File: src/rtl/mem_arbiter.sv
// mem_arbiter
//   Round-robin arbiter sharing the single SoC memory path (bram0, bram1 ROM,
//   spram) between the monitor (port M) and the cpu (port C). Bounded bursts,
//   a per-access combinational ack, and tagged read-data return.
//
// Ports
//   CLK, reset            clock; synchronous active-low reset
//   m_req/m_we/m_addr/m_wdata   monitor request, held stable until m_ack
//   m_ack                 monitor access issued this cycle (write commits at edge)
//   m_rvalid/m_rdata      monitor read return (one-cycle pulse / held data)
//   c_*                   same set for the cpu
//   ram_raddr/ram_waddr   winner address (both identical)
//   ram_data_in           winner write data
//   ram_write             winner is a write
//   ram_data_out          read data from the decoded memory mux
//   owner                 registered state: 00 idle, 01 M, 10 C
//
// state    | meaning
// ---------+--------------------------------------------------
// ST_IDLE  | no access granted last cycle; ties go to != last
// ST_OWN_M | M was granted last cycle; may keep it for a burst
// ST_OWN_C | C was granted last cycle; may keep it for a burst
module mem_arbiter #(
  parameter int AW         = 18,
  parameter int RD_LATENCY = 1,
  parameter int BURST_MAX  = 4
) (
  input  logic          CLK,
  input  logic          reset,
  input  logic          m_req,
  input  logic          m_we,
  input  logic [AW-1:0] m_addr,
  input  logic [7:0]    m_wdata,
  output logic          m_ack,
  output logic          m_rvalid,
  output logic [7:0]    m_rdata,
  input  logic          c_req,
  input  logic          c_we,
  input  logic [AW-1:0] c_addr,
  input  logic [7:0]    c_wdata,
  output logic          c_ack,
  output logic          c_rvalid,
  output logic [7:0]    c_rdata,
  output logic [AW-1:0] ram_raddr,
  output logic [AW-1:0] ram_waddr,
  output logic [7:0]    ram_data_in,
  output logic          ram_write,
  input  logic [7:0]    ram_data_out,
  output logic [1:0]    owner
);

  typedef enum logic [1:0] {
    ST_IDLE  = 2'b00,
    ST_OWN_M = 2'b01,
    ST_OWN_C = 2'b10
  } state_t;

  localparam int CW = (BURST_MAX > 1) ? $clog2(BURST_MAX) : 1;
  localparam logic [CW-1:0] CNT_MAX = CW'(BURST_MAX - 1);
  localparam logic [CW-1:0] CNT_ONE = CW'(1);

  state_t        state_q, state_d;
  logic [CW-1:0] burst_cnt_q, burst_cnt_d;
  logic          last_c_q, last_c_d;   // 1: C was the most recent winner
  logic          win_m, win_c;

  // Winner selection. A lone requester always wins, so a saturated burst
  // counter only forces a switch when the other port is actually waiting.
  always_comb begin
    win_m = 1'b0;
    win_c = 1'b0;
    if (m_req && c_req) begin
      unique case (state_q)
        ST_OWN_M: begin
          if (burst_cnt_q < CNT_MAX) win_m = 1'b1;
          else                       win_c = 1'b1;
        end
        ST_OWN_C: begin
          if (burst_cnt_q < CNT_MAX) win_c = 1'b1;
          else                       win_m = 1'b1;
        end
        default: begin
          if (last_c_q) win_m = 1'b1;
          else          win_c = 1'b1;
        end
      endcase
    end else begin
      win_m = m_req;
      win_c = c_req;
    end
  end

  always_comb begin
    state_d     = ST_IDLE;
    burst_cnt_d = '0;
    last_c_d    = last_c_q;
    if (win_m) begin
      state_d  = ST_OWN_M;
      last_c_d = 1'b0;
      if (state_q == ST_OWN_M)
        burst_cnt_d = (burst_cnt_q == CNT_MAX) ? CNT_MAX : burst_cnt_q + CNT_ONE;
    end else if (win_c) begin
      state_d  = ST_OWN_C;
      last_c_d = 1'b1;
      if (state_q == ST_OWN_C)
        burst_cnt_d = (burst_cnt_q == CNT_MAX) ? CNT_MAX : burst_cnt_q + CNT_ONE;
    end
  end

  always_ff @(posedge CLK) begin
    if (!reset) begin
      state_q     <= ST_IDLE;
      burst_cnt_q <= '0;
      last_c_q    <= 1'b1;
    end else begin
      state_q     <= state_d;
      burst_cnt_q <= burst_cnt_d;
      last_c_q    <= last_c_d;
    end
  end

  // Acks and writes are suppressed while reset is held low.
  assign m_ack       = win_m & reset;
  assign c_ack       = win_c & reset;
  assign ram_raddr   = win_c ? c_addr : (win_m ? m_addr : '0);
  assign ram_waddr   = ram_raddr;
  assign ram_data_in = win_c ? c_wdata : (win_m ? m_wdata : 8'h00);
  assign ram_write   = reset & ((win_m & m_we) | (win_c & c_we));
  assign owner       = state_q;

  // Read return pipe: one {valid, tag} stage per cycle of memory latency.
  // tag 1 marks a C read.
  logic [RD_LATENCY-1:0] rd_vld_q, rd_tag_q;
  logic                  rd_out;
  logic [7:0]            m_rdata_q, c_rdata_q;

  always_ff @(posedge CLK) begin
    if (!reset) begin
      rd_vld_q <= '0;
      rd_tag_q <= '0;
    end else begin
      rd_vld_q[0] <= (m_ack & ~m_we) | (c_ack & ~c_we);
      rd_tag_q[0] <= win_c;
      for (int i = 1; i < RD_LATENCY; i++) begin
        rd_vld_q[i] <= rd_vld_q[i-1];
        rd_tag_q[i] <= rd_tag_q[i-1];
      end
    end
  end

  // Gating with reset discards a return that lands in a reset cycle.
  assign rd_out   = rd_vld_q[RD_LATENCY-1] & reset;
  assign m_rvalid = rd_out & ~rd_tag_q[RD_LATENCY-1];
  assign c_rvalid = rd_out &  rd_tag_q[RD_LATENCY-1];

  // rdata shows the memory bus during the return pulse and holds afterwards.
  always_ff @(posedge CLK) begin
    if (!reset) begin
      m_rdata_q <= 8'h00;
      c_rdata_q <= 8'h00;
    end else begin
      if (m_rvalid) m_rdata_q <= ram_data_out;
      if (c_rvalid) c_rdata_q <= ram_data_out;
    end
  end

  assign m_rdata = m_rvalid ? ram_data_out : m_rdata_q;
  assign c_rdata = c_rvalid ? ram_data_out : c_rdata_q;

endmodule

File: config.mk
export PLATFORM = sky130hd
export DESIGN_NAME = mem_arbiter
export DESIGN_NICKNAME = d
export VERILOG_FILES = /design/src/rtl/mem_arbiter.sv
export SDC_FILE = /design/constraint.sdc
export NUM_CORES = 1
export LEC_CHECK = 0
export ABC_AREA = 0
export CAP_MARGIN = 20
export CORE_ASPECT_RATIO = 0.5
export CORE_MARGIN = 2
export CORE_UTILIZATION = 29
export CTS_CLUSTER_DIAMETER = 50
export DETAILED_ROUTE_END_ITERATION = 6
export PLACE_DENSITY = 0.77
export SKIP_CTS_REPAIR_TIMING = 1
export SYNTH_ARGS = -nofsm -noshare
export SYNTH_HDL_FRONTEND = slang
export SYNTH_SLANG_ARGS = --single-unit
export TNS_END_PERCENT = 30
File: constraint.sdc
create_clock -name CLK -period 2.3 [get_ports CLK]
set_input_delay 0.46 -clock CLK [delete_from_list [all_inputs] [get_ports CLK]]
set_output_delay 0.46 -clock CLK [all_outputs]
set_load 0.02 [all_outputs]
==> qor.txt <==
Share of the synthesized area in the top cell type - 0.2975
Initial Util - 0.3082
Filler cells - 387
I/O pins - 133
Area occupied by multi-input gates - 0.001001 mm2
Synth Area in Compound Gates - 0.2393
Vias per inst - 4.623
Die height - 55.66 um
Share of layout cells above drive strength 1 - 0.4158
Fmax - 0.3907 GHz
CP cell instances - buf_4 > ha_1 > a211o_1 > nand2_2 > o31ai_4 > buf_6 > clkbuf_16 > a22o_4 > buf_6
Fin nets - 362
Detail Route Antenna Nets - 0
WHS Endpoint - last_c_q
Failing checks - negative setup slack
Flop2flop setup slack - 0.49 ns
Hold WC Path Type - flip-flop to flip-flop
FF/Latch Area - 467.9 um2
Final period util - 1.113
Maximum vdd drop - 0.0002589 V
Wire length per cell - 15.48 um
CTS clk-pin slew, worst paths - 0.08 ns
First-pass GRT wire length - 7.962 mm
Xor/xnor share of the synthesized area - 0
Syn nets - 226
IO Port Bufs - 132
Setup_tns - -8.706 ns
Flops & latches, synth - 23
Post-Syn Area - 0.001548 mm2
Fin. max-slew vios - 0
Core ar. - 0.005022 mm2
YS warnings - 0
TritonRoute pass-1 iters - 4
Vias - 1669
Total congestion overflow - 0
Vias in the first global route - 1652
Worst-Margin Slew - 0.3648 ns
Cell variety after synth - 38
Slew HR - 0.7565
Crit Reg-Reg Endpoint - burst_cnt_q[0]
WL final - 5.588 mm
Final WS setup - -0.2592 ns
Critical path class - flip-flop to output port
Post-route minimum period - 2.559 ns
CTS H-Tree Depth - 1
Top post-synthesis cells by area - dfxtp_1, a22o_1, mux2_2, buf_4, and2_1
Max-cap check violation count - 0
CTS Buf Count - 3
DIE AREA - 0.005973 mm2
Number of DRC markers in iteration 0 - 56
Largest family of logic cells by synthesized area - compound AO/OA/AOI/OAI gates
Layout overhead on the synthesized area - 112.4%
Final Wtd Congestion - 0.7849
Endpoints failing hold - 0
Status - finished, violations left
Crit path top cell by count - buf_6
Worst r2r src - owner[0]
Cell family with most CP delay - compound AO/OA/AOI/OAI gates
Cell taking the most area after synthesis - dfxtp_1
Final Skew - 0.001820 ns
Clk_lat worst skew - 0.26 ns
Data required time of the worst path - 1.84 ns
CP Launch Type - flip-flop
Synth Area in Simple Gates - 0.1471
Sequential area share after synthesis - 0.2975
Initial antenna violation count - 0
CP Capture Type - output port
Gate Count Post-Synth - 156
DP Worst Slack - -0.5239 ns
Row count - 18
Setup violations, final - 47
CTS Sinks - 23
Ant diodes - 0
Largest net degree at the start of global routing - 29
Hold depth - 2
CTS Root Buffer Type - clkbuf_8
DRC - 0
Worst Hold Launch - last_c_q
Die width - 107.3 um
Critical Path AT - 2.10 ns
CTS tree - done
Post-DP HPWL - 4.091 mm
Leakage - 1.768 nW
Avg Synthesized Cell Area - 9.921 um2
Worst Reg-to-Reg Cells - 8
Mux share of post-synthesis cell area - 0.1229
Post-layout util - 0.6545
CP max stage cell - dfxtp_4
Fraction of the mapped netlist area in adder cells - 0.03234
Global Route Usage Sum - 0.1652
Max clock buf depth - 2
Crit path buffers/inverters - 4
CP Max Fanout - 7
Largest stage delay, worst path - 0.37 ns
RSZ-0062 raised after global routing - yes
Power Density - 465.7 mW/mm2
## metrics by stage
stage	power [mW]	instance area [um2]	hold WS, ns	instances
2_1_floorplan	0.8894	1719	0.5023	156
6_report	1.531	3287	0.5567	361
4_1_cts	1.476	3104	0.5557	356
3_3_place_gp	1.216	3058	0.5295	352
5_1_grt	1.600	3287	0.5931	361
3_5_place_dp	1.226	3058	0.5471	352
## Yosys cell counts (all sizes together)
cell type  instances
dfxtp             23
and3               1
inv                7
and2              18
nand2              2
mux2i              1
nor2b              1
ha                 4
nand4b             1
a22o              27
a211o              1
nand3b             1
clkbuf             2
a21bo              1
o21a               1
or2b               1
nand4bb            1
o211ai             1
o2111ai            1
nand3              4
a21oi              2
o31ai              2
a32o               1
and4               1
nor2               2
buf               26
nand2b             3
mux2              16
o21ai              2
o2111a             1
o22ai              1
## where the power goes
group          switching (mW)  internal, mW
clock                   0.125         0.121
combinational           0.378         0.484
sequential             0.0112         0.412
## kinds of logic (layout without fill, tap and decap cells)
kind of cell               after synthesis  in the layout
AOI/OAI and AO/OA                       41             41
adders and majority gates                4              4
buffers and inverters                   35            170
DFF                                     23             23
muxes                                   17             17
and+or+nand+nor                         36             36
## flip-flops by register name, summed over array words and instances, names as in the netlist
name         flops
last_c_q         1
owner            2
m_rdata_q        8
rd_vld_q         1
burst_cnt_q      2
rd_tag_q         1
c_rdata_q        8
## worst max path at each step
stage / startpoint / to / slack, ns / depth (start not counted)
4_1_cts: owner[0] / ram_raddr[17] / -0.73 / 8
5_1_grt: owner[0] / ram_data_in[4] / -0.34 / 9
3_5_place_dp: m_req / ram_raddr[17] / -0.52 / 6
3_3_place_gp: m_req / ram_raddr[2] / -0.49 / 6
6_report: owner[0] / ram_raddr[8] / -0.26 / 9
2_1_floorplan: owner[0] / ram_waddr[0] / -0.007 / 7
## area by class of cell
cell class | count | share of cell area
Sequential cell | 23 | 0.1424
Clock buffer | 3 | 0.01256
Timing Repair Buffer | 159 | 0.5036
Inverter | 7 | 0.008755
Clock inverter | 1 | 0.001523
Multi-Input combinational cell | 98 | 0.3045
Tap cell | 70 | 0.02665
## layer usage
| layer | share of wire | global-route usage | wire length [um] |
|---|---|---|---|
| met5 | 0 | 0 | 0 |
| met4 | 0.0034 | 0.02783 | 19 |
| met3 | 0.038 | 0.02927 | 210 |
| met2 | 0.56 | 0.3327 | 3116 |
| met1 | 0.40 | 0.1817 | 2242 |
## cell usage in the layout, fill, tap and decap left out, drive strengths merged, types with 2 or more instances in the layout
master / n
a21oi: 2
a22o: 27
and2: 18
buf: 70
clkbuf: 7
clkdlybuf4s50: 66
dfxtp: 23
dlymetal6s2s: 19
ha: 4
inv: 7
mux2: 16
nand2: 2
nand2b: 3
nand3: 4
nor2: 2
o21ai: 2
o31ai: 2
## worst reg2reg max path, delay by kind of cell (launching register included)
kind                     cells  cell delay [ns]
buffers and inverters        3             0.22
AND/OR/NAND/NOR              2             0.49
flip-flops                   1             0.37
adder cells (fa/ha/maj)      1             0.27
AO/OA/AOI/OAI                2             0.35
Power figures use the tool's default switching activity.
==> edit 1: new RTL, same settings <==
`BURST_MAX`: 4 -> 8.
--- a/src/rtl/mem_arbiter.sv
+++ b/src/rtl/mem_arbiter.sv
@@ -25,3 +25,3 @@
   parameter int RD_LATENCY = 1,
-  parameter int BURST_MAX  = 4
+  parameter int BURST_MAX  = 8
 ) (
Check against the original RTL: not equivalent (a bounded check fails within 10 cycles, from zero or initial values and one cycle with reset low).
==> edit 1 against the original RTL <==
The run still ends with setup timing left. Wire length up 40%. Critical path depth unchanged. Non-clock buffer count up 16. Cell area up 23%. Utilization down 6.0 points. Power up 20%. Setup slack better by 0.057 ns. Sequential cell count up 1. Sequential power up 3%. Synthesized area up 33%.
==> edit 1: results (changes against the original RTL) <==
clocking:
  h-tree-depth: 1  # unchanged
  cts_buffers: 3  # unchanged
  path_clk_slew_ns: 0.06  # -0.02 ns
  max-clock-path-buffers: 2  # unchanged
  clk_latency_ns: 0.26  # about the same
  cts_root_buf: "clkbuf_16"
logic_synthesis:
  synth_common_cells: "57 x nand2_1, 29 x a21oi_1, 26 x a221oi_1, 26 x o21ai_0, 24 x dfxtp_1"
  synth_cell_types: 32  # -16%
  yosysWarnings: 0  # unchanged
  syn_nets: 356  # +58%
  synth_area_leaders: "dfxtp_1 23%, a221oi_1 11%, nand2_1 10%, mux2_2 8.7%, a21oi_1 7.0%"
  synth_cells: 286  # +83%
  async_reset_ff_frac: 0  # unchanged
  seq_area_frac_synth: 0.233  # -0.0648
  synthFlopType: "dfxtp_1"
final_layout:
  drive_above_1_share: 0.386  # -0.0296
  instances_no_fill: 514  # +42%
  n_fill_cell: 615  # +59%
  n_antenna_cell: 0  # unchanged
  reg_top3: "c_rdata_q x8, m_rdata_q x8, burst_cnt_q x3"
  nNetsFinal: 493  # +36%
power:
  switchingPower_uw: 647  # +26%
  power_leakage_uw: 0.00206  # +16%
  ir_worst_vdd_mv: 0.290  # +12%
placement:
  place.gp.congestion: 0.832  # +6.0%
  dp_cells: 503  # +43%
  io_buffers: 132  # unchanged
  hpwlAfterDp_mm: 5.32  # +30%
grt:
  track_usage: 0.179  # +0.0133
  grt_max_degree: 28  # -3.4%
  grt_pass1_vias: 2381  # +44%
  grt_first_pass_wirelength_mm: 11.5  # +45%
  antenna_found_initial: 0  # unchanged
route:
  drt-pass1-iter-count: 4  # unchanged
  drt-total-wl_mm: 7.81  # +40%
  vias: 2608  # +56%
  drt-initial-drc-count: 120  # +110%
outcome:
  violations: "setup timing"
  run_status: "finished with violations"
sta:
  setup_slack_ns: -0.202  # +0.0570 ns
  slew_headroom: 0.802  # +0.0459
  setup_violations: 45  # -4.3%
  fin_worst_skew_ns: 0.00153  # -0.000285 ns
  fin_setup_tns_ns: -6.71  # +2.00 ns
setup_path:
  crit_arrival_ns: 2.04  # -0.06 ns
  cpMaxStageDelayCell: "dfxtp_4"
  cp_top_family: "buffers and inverters"
  cp_slowest_stage_delay_ns: 0.37  # about the same
  crit_fanout: 7  # unchanged
min_path:
  hold_path.class: "flop to flop"
-- edit 1: cell count changes after synthesis, moves of 4 or more --
| cell | unedited run | this run |
|---|---|---|
| buf_2 | 1 | 6 |
| buf_6 | 6 | 0 |
| a221oi_1 | 0 | 26 |
| nor2_1 | 2 | 6 |
| nand2_1 | 1 | 57 |
| a22o_1 | 27 | 0 |
| clkbuf_1 | 2 | 17 |
| a31oi_1 | 0 | 5 |
| o21ai_0 | 1 | 26 |
| a21oi_1 | 1 | 29 |
-- edit 1: through the flow --
stage          total power (uW)  setup WS [ns]  cell area [um2]
5_1_grt                    1920         -0.313             4030
3_3_place_gp               1320         -0.561             3730
2_1_floorplan               960        0.00197             2290
6_report                   1840         -0.202             4030
4_1_cts                    1790         -0.604             3830
3_5_place_dp               1330         -0.596             3730
-- edit 1: power by group through the flow --
stage	clock network (uW)	logic, uW	registers [uW]
after global routing	481	1000	438
after global placement	0	877	445
final	456	948	436
after detailed placement	0	883	445
after CTS	465	886	436
after floorplan	0	514	446
-- edit 1: final cells by class --
| type | instances | share of cell area |
|---|---|---|
| inverter | 7 | 0.00714 |
| clock buffer | 4 | 0.0248 |
| timing repair buffer | 175 | 0.416 |
| sequential | 24 | 0.120 |
| multi-input combinational | 212 | 0.403 |
| tap | 92 | 0.0286 |
-- edit 1: layer usage --
metal  vias to the layer above  share of wire  GRT usage
met1                      1222           0.44      0.229
met3                        10          0.044     0.0199
met2                        76           0.49      0.314
li1                       1300              -          -
met5                         -              0          0
met4                         0          0.017     0.0526
-- edit 1: worst paths after layout --
kind	startpoint	end	slack [ns]	depth (start not counted)
worst max-delay path	owner[0]	ram_raddr[7]	-0.20	9
worst min-delay path	last_c_q	last_c_q	0.51	2
worst max register to register	owner[0]	rd_vld_q	0.52	7
worst min register to register	last_c_q	last_c_q	0.51	2
-- edit 1: logic make-up after synthesis --
kind of cell / Yosys count / share of synthesized area
AOI/OAI and AO/OA: 95 / 0.300
adders and majority gates: 4 / 0.0242
buffers and inverters: 50 / 0.128
DFF: 24 / 0.233
muxes: 18 / 0.0970
and+or+nand+nor: 95 / 0.218
-- edit 1: worst register-to-register path: stages (launching register included) --
cell      delay [ns]
dfxtp_4         0.37
inv_4           0.04
ha_4            0.16
and4_4          0.14
a2111o_1        0.41
and4_4          0.19
buf_6           0.12
a22o_2          0.25
==> edit 2: new RTL, config.mk and constraints unchanged <==
Without the edit above. Make the reset (`reset`) asynchronous in 3 clocked blocks. Comments in the files are not updated.
--- a/src/rtl/mem_arbiter.sv
+++ b/src/rtl/mem_arbiter.sv
@@ -109,3 +109,3 @@
 
-  always_ff @(posedge CLK) begin
+  always_ff @(posedge CLK or negedge reset) begin
     if (!reset) begin
@@ -136,3 +136,3 @@
 
-  always_ff @(posedge CLK) begin
+  always_ff @(posedge CLK or negedge reset) begin
     if (!reset) begin
@@ -156,3 +156,3 @@
   // rdata shows the memory bus during the return pulse and holds afterwards.
-  always_ff @(posedge CLK) begin
+  always_ff @(posedge CLK or negedge reset) begin
     if (!reset) begin
Check against the original RTL: differs if reset is asserted again (counterexample within 4 cycles, from zero or initial values and one cycle with reset low); with reset held inactive, the same outputs for 10 cycles.
==> edit 2 against the original RTL <==
The run ends with DRC, setup timing left. Cell area grew 5.8%. Setup slack lost 0.023 ns. Critical endpoint is now ram_raddr[4]. Utilization shrank 3.5 points. Sequential cell count is the same. Wire length grew 3.5%. Synthesized area grew 11%.
Power is not compared: it rests on default switching activity, and its combinational part moved more than twofold at a synthesized area within 25%.
==> edit 2: results (changes against the original RTL) <==
setup_path:
  cp_top_family: "buffers and inverters"
  cpMaxStageDelayCell: "dfrtp_2"
  cp_slowest_stage_delay_ns: 0.42  # +0.05 ns
logic_synthesis:
  synth_area_leaders: "dfrtp_1 32%, mux2i_1 15%, nand2_1 11%, buf_4 7.9%, inv_1 7.2%"
  syn_nets: 271  # +20%
  synth_cell_types: 37  # -2.6%
  seq_area_frac_synth: 0.335  # +0.0378
  async_reset_ff_frac: 1.00  # +1.00
  yosysTopAreaCell: "dfrtp_1"
clocking:
  path_clk_slew_ns: 0.06  # -0.02 ns
  cts_root_buf: "clkbuf_16"
placement:
  place.gp.congestion: 0.888  # +13%
  placed_area_mm2: 0.00338  # +10%
  hpwlAfterDp_mm: 4.67  # +14%
sta:
  fin_worst_skew_ns: 0.00356  # +0.00174 ns
  tightestPinTransition_ns: 0.264  # -0.100 ns
  setup_violations: 45  # -4.3%
  setup_slack_ns: -0.282  # -0.0230 ns
min_path:
  hold_path.class: "input pin to async pin"
route:
  drt-pass1-iter-count: 6  # +2
  drc: 1  # +1
  vias: 1850  # +11%
outcome:
  run_status: "finished with violations"
  violations: "DRC, setup timing"
final_layout:
  instances_no_fill: 416  # +15%
  drive_above_1_share: 0.350  # -0.0660
  nNetsFinal: 414  # +14%
grt:
  met2_usage: 0.327  # -0.00571
  grt_max_degree: 28  # -3.4%
edit 2: cell count changes in the layout (fill, tap and decap cells not counted), sizes merged, moves of 2 or more:
cell / unedited run / this run
and2: 18 / 2
buf: 70 / 75
a22o: 27 / 2
mux2: 16 / 8
dfxtp: 23 / 0
nand2: 2 / 52
clkbuf: 7 / 5
mux2i: 1 / 26
dfrtp: 0 / 22
o31ai: 2 / 0
inv: 7 / 33
edit 2: final timing paths:
path | from | end | slack, ns | cells past startpoint
min in group CLK | m_rdata_q[0] | m_rdata_q[0] | 0.48 | 2
max reg2reg | owner[0] | burst_cnt_q[0] | 0.23 | 8
min | reset | rd_tag_q | 0.21 | 2
min reg2reg | m_rdata_q[0] | m_rdata_q[0] | 0.48 | 2
max in group asynchronous | reset | m_rdata_q[7] | 1.82 | 2
max | owner[0] | ram_raddr[4] | -0.28 | 8
edit 2: cell families after synthesis:
| family | count (synthesis) | share of synthesized area |
|---|---|---|
| buffers and inverters | 59 | 0.183 |
| AO/OA/AOI/OAI | 14 | 0.0720 |
| multiplexers | 34 | 0.204 |
| adder cells (fa/ha/maj) | 4 | 0.0291 |
| AND/OR/NAND/NOR | 67 | 0.177 |
| flip-flops | 23 | 0.335 |
edit 2: area by class of cell:
type	count	area, um2
clock buffer	3	75.1
sequential	23	579
timing repair buffer	163	1550
inverter	34	131
tap	73	91.3
clock inverter	1	5.00
multi-input combinational	119	1040
fill	443	2130
edit 2: metal layers:
layer	vias up	share of wire
li1	908	-
met1	881	0.40
met2	55	0.55
met3	6	0.046
met4	0	0.010
met5	-	0
edit 2: report_power, final:
part           internal [uW]  total [uW]  switching (uW)
registers                593         676            82.5
clock network            234         378             144
logic                   1350        2690            1350
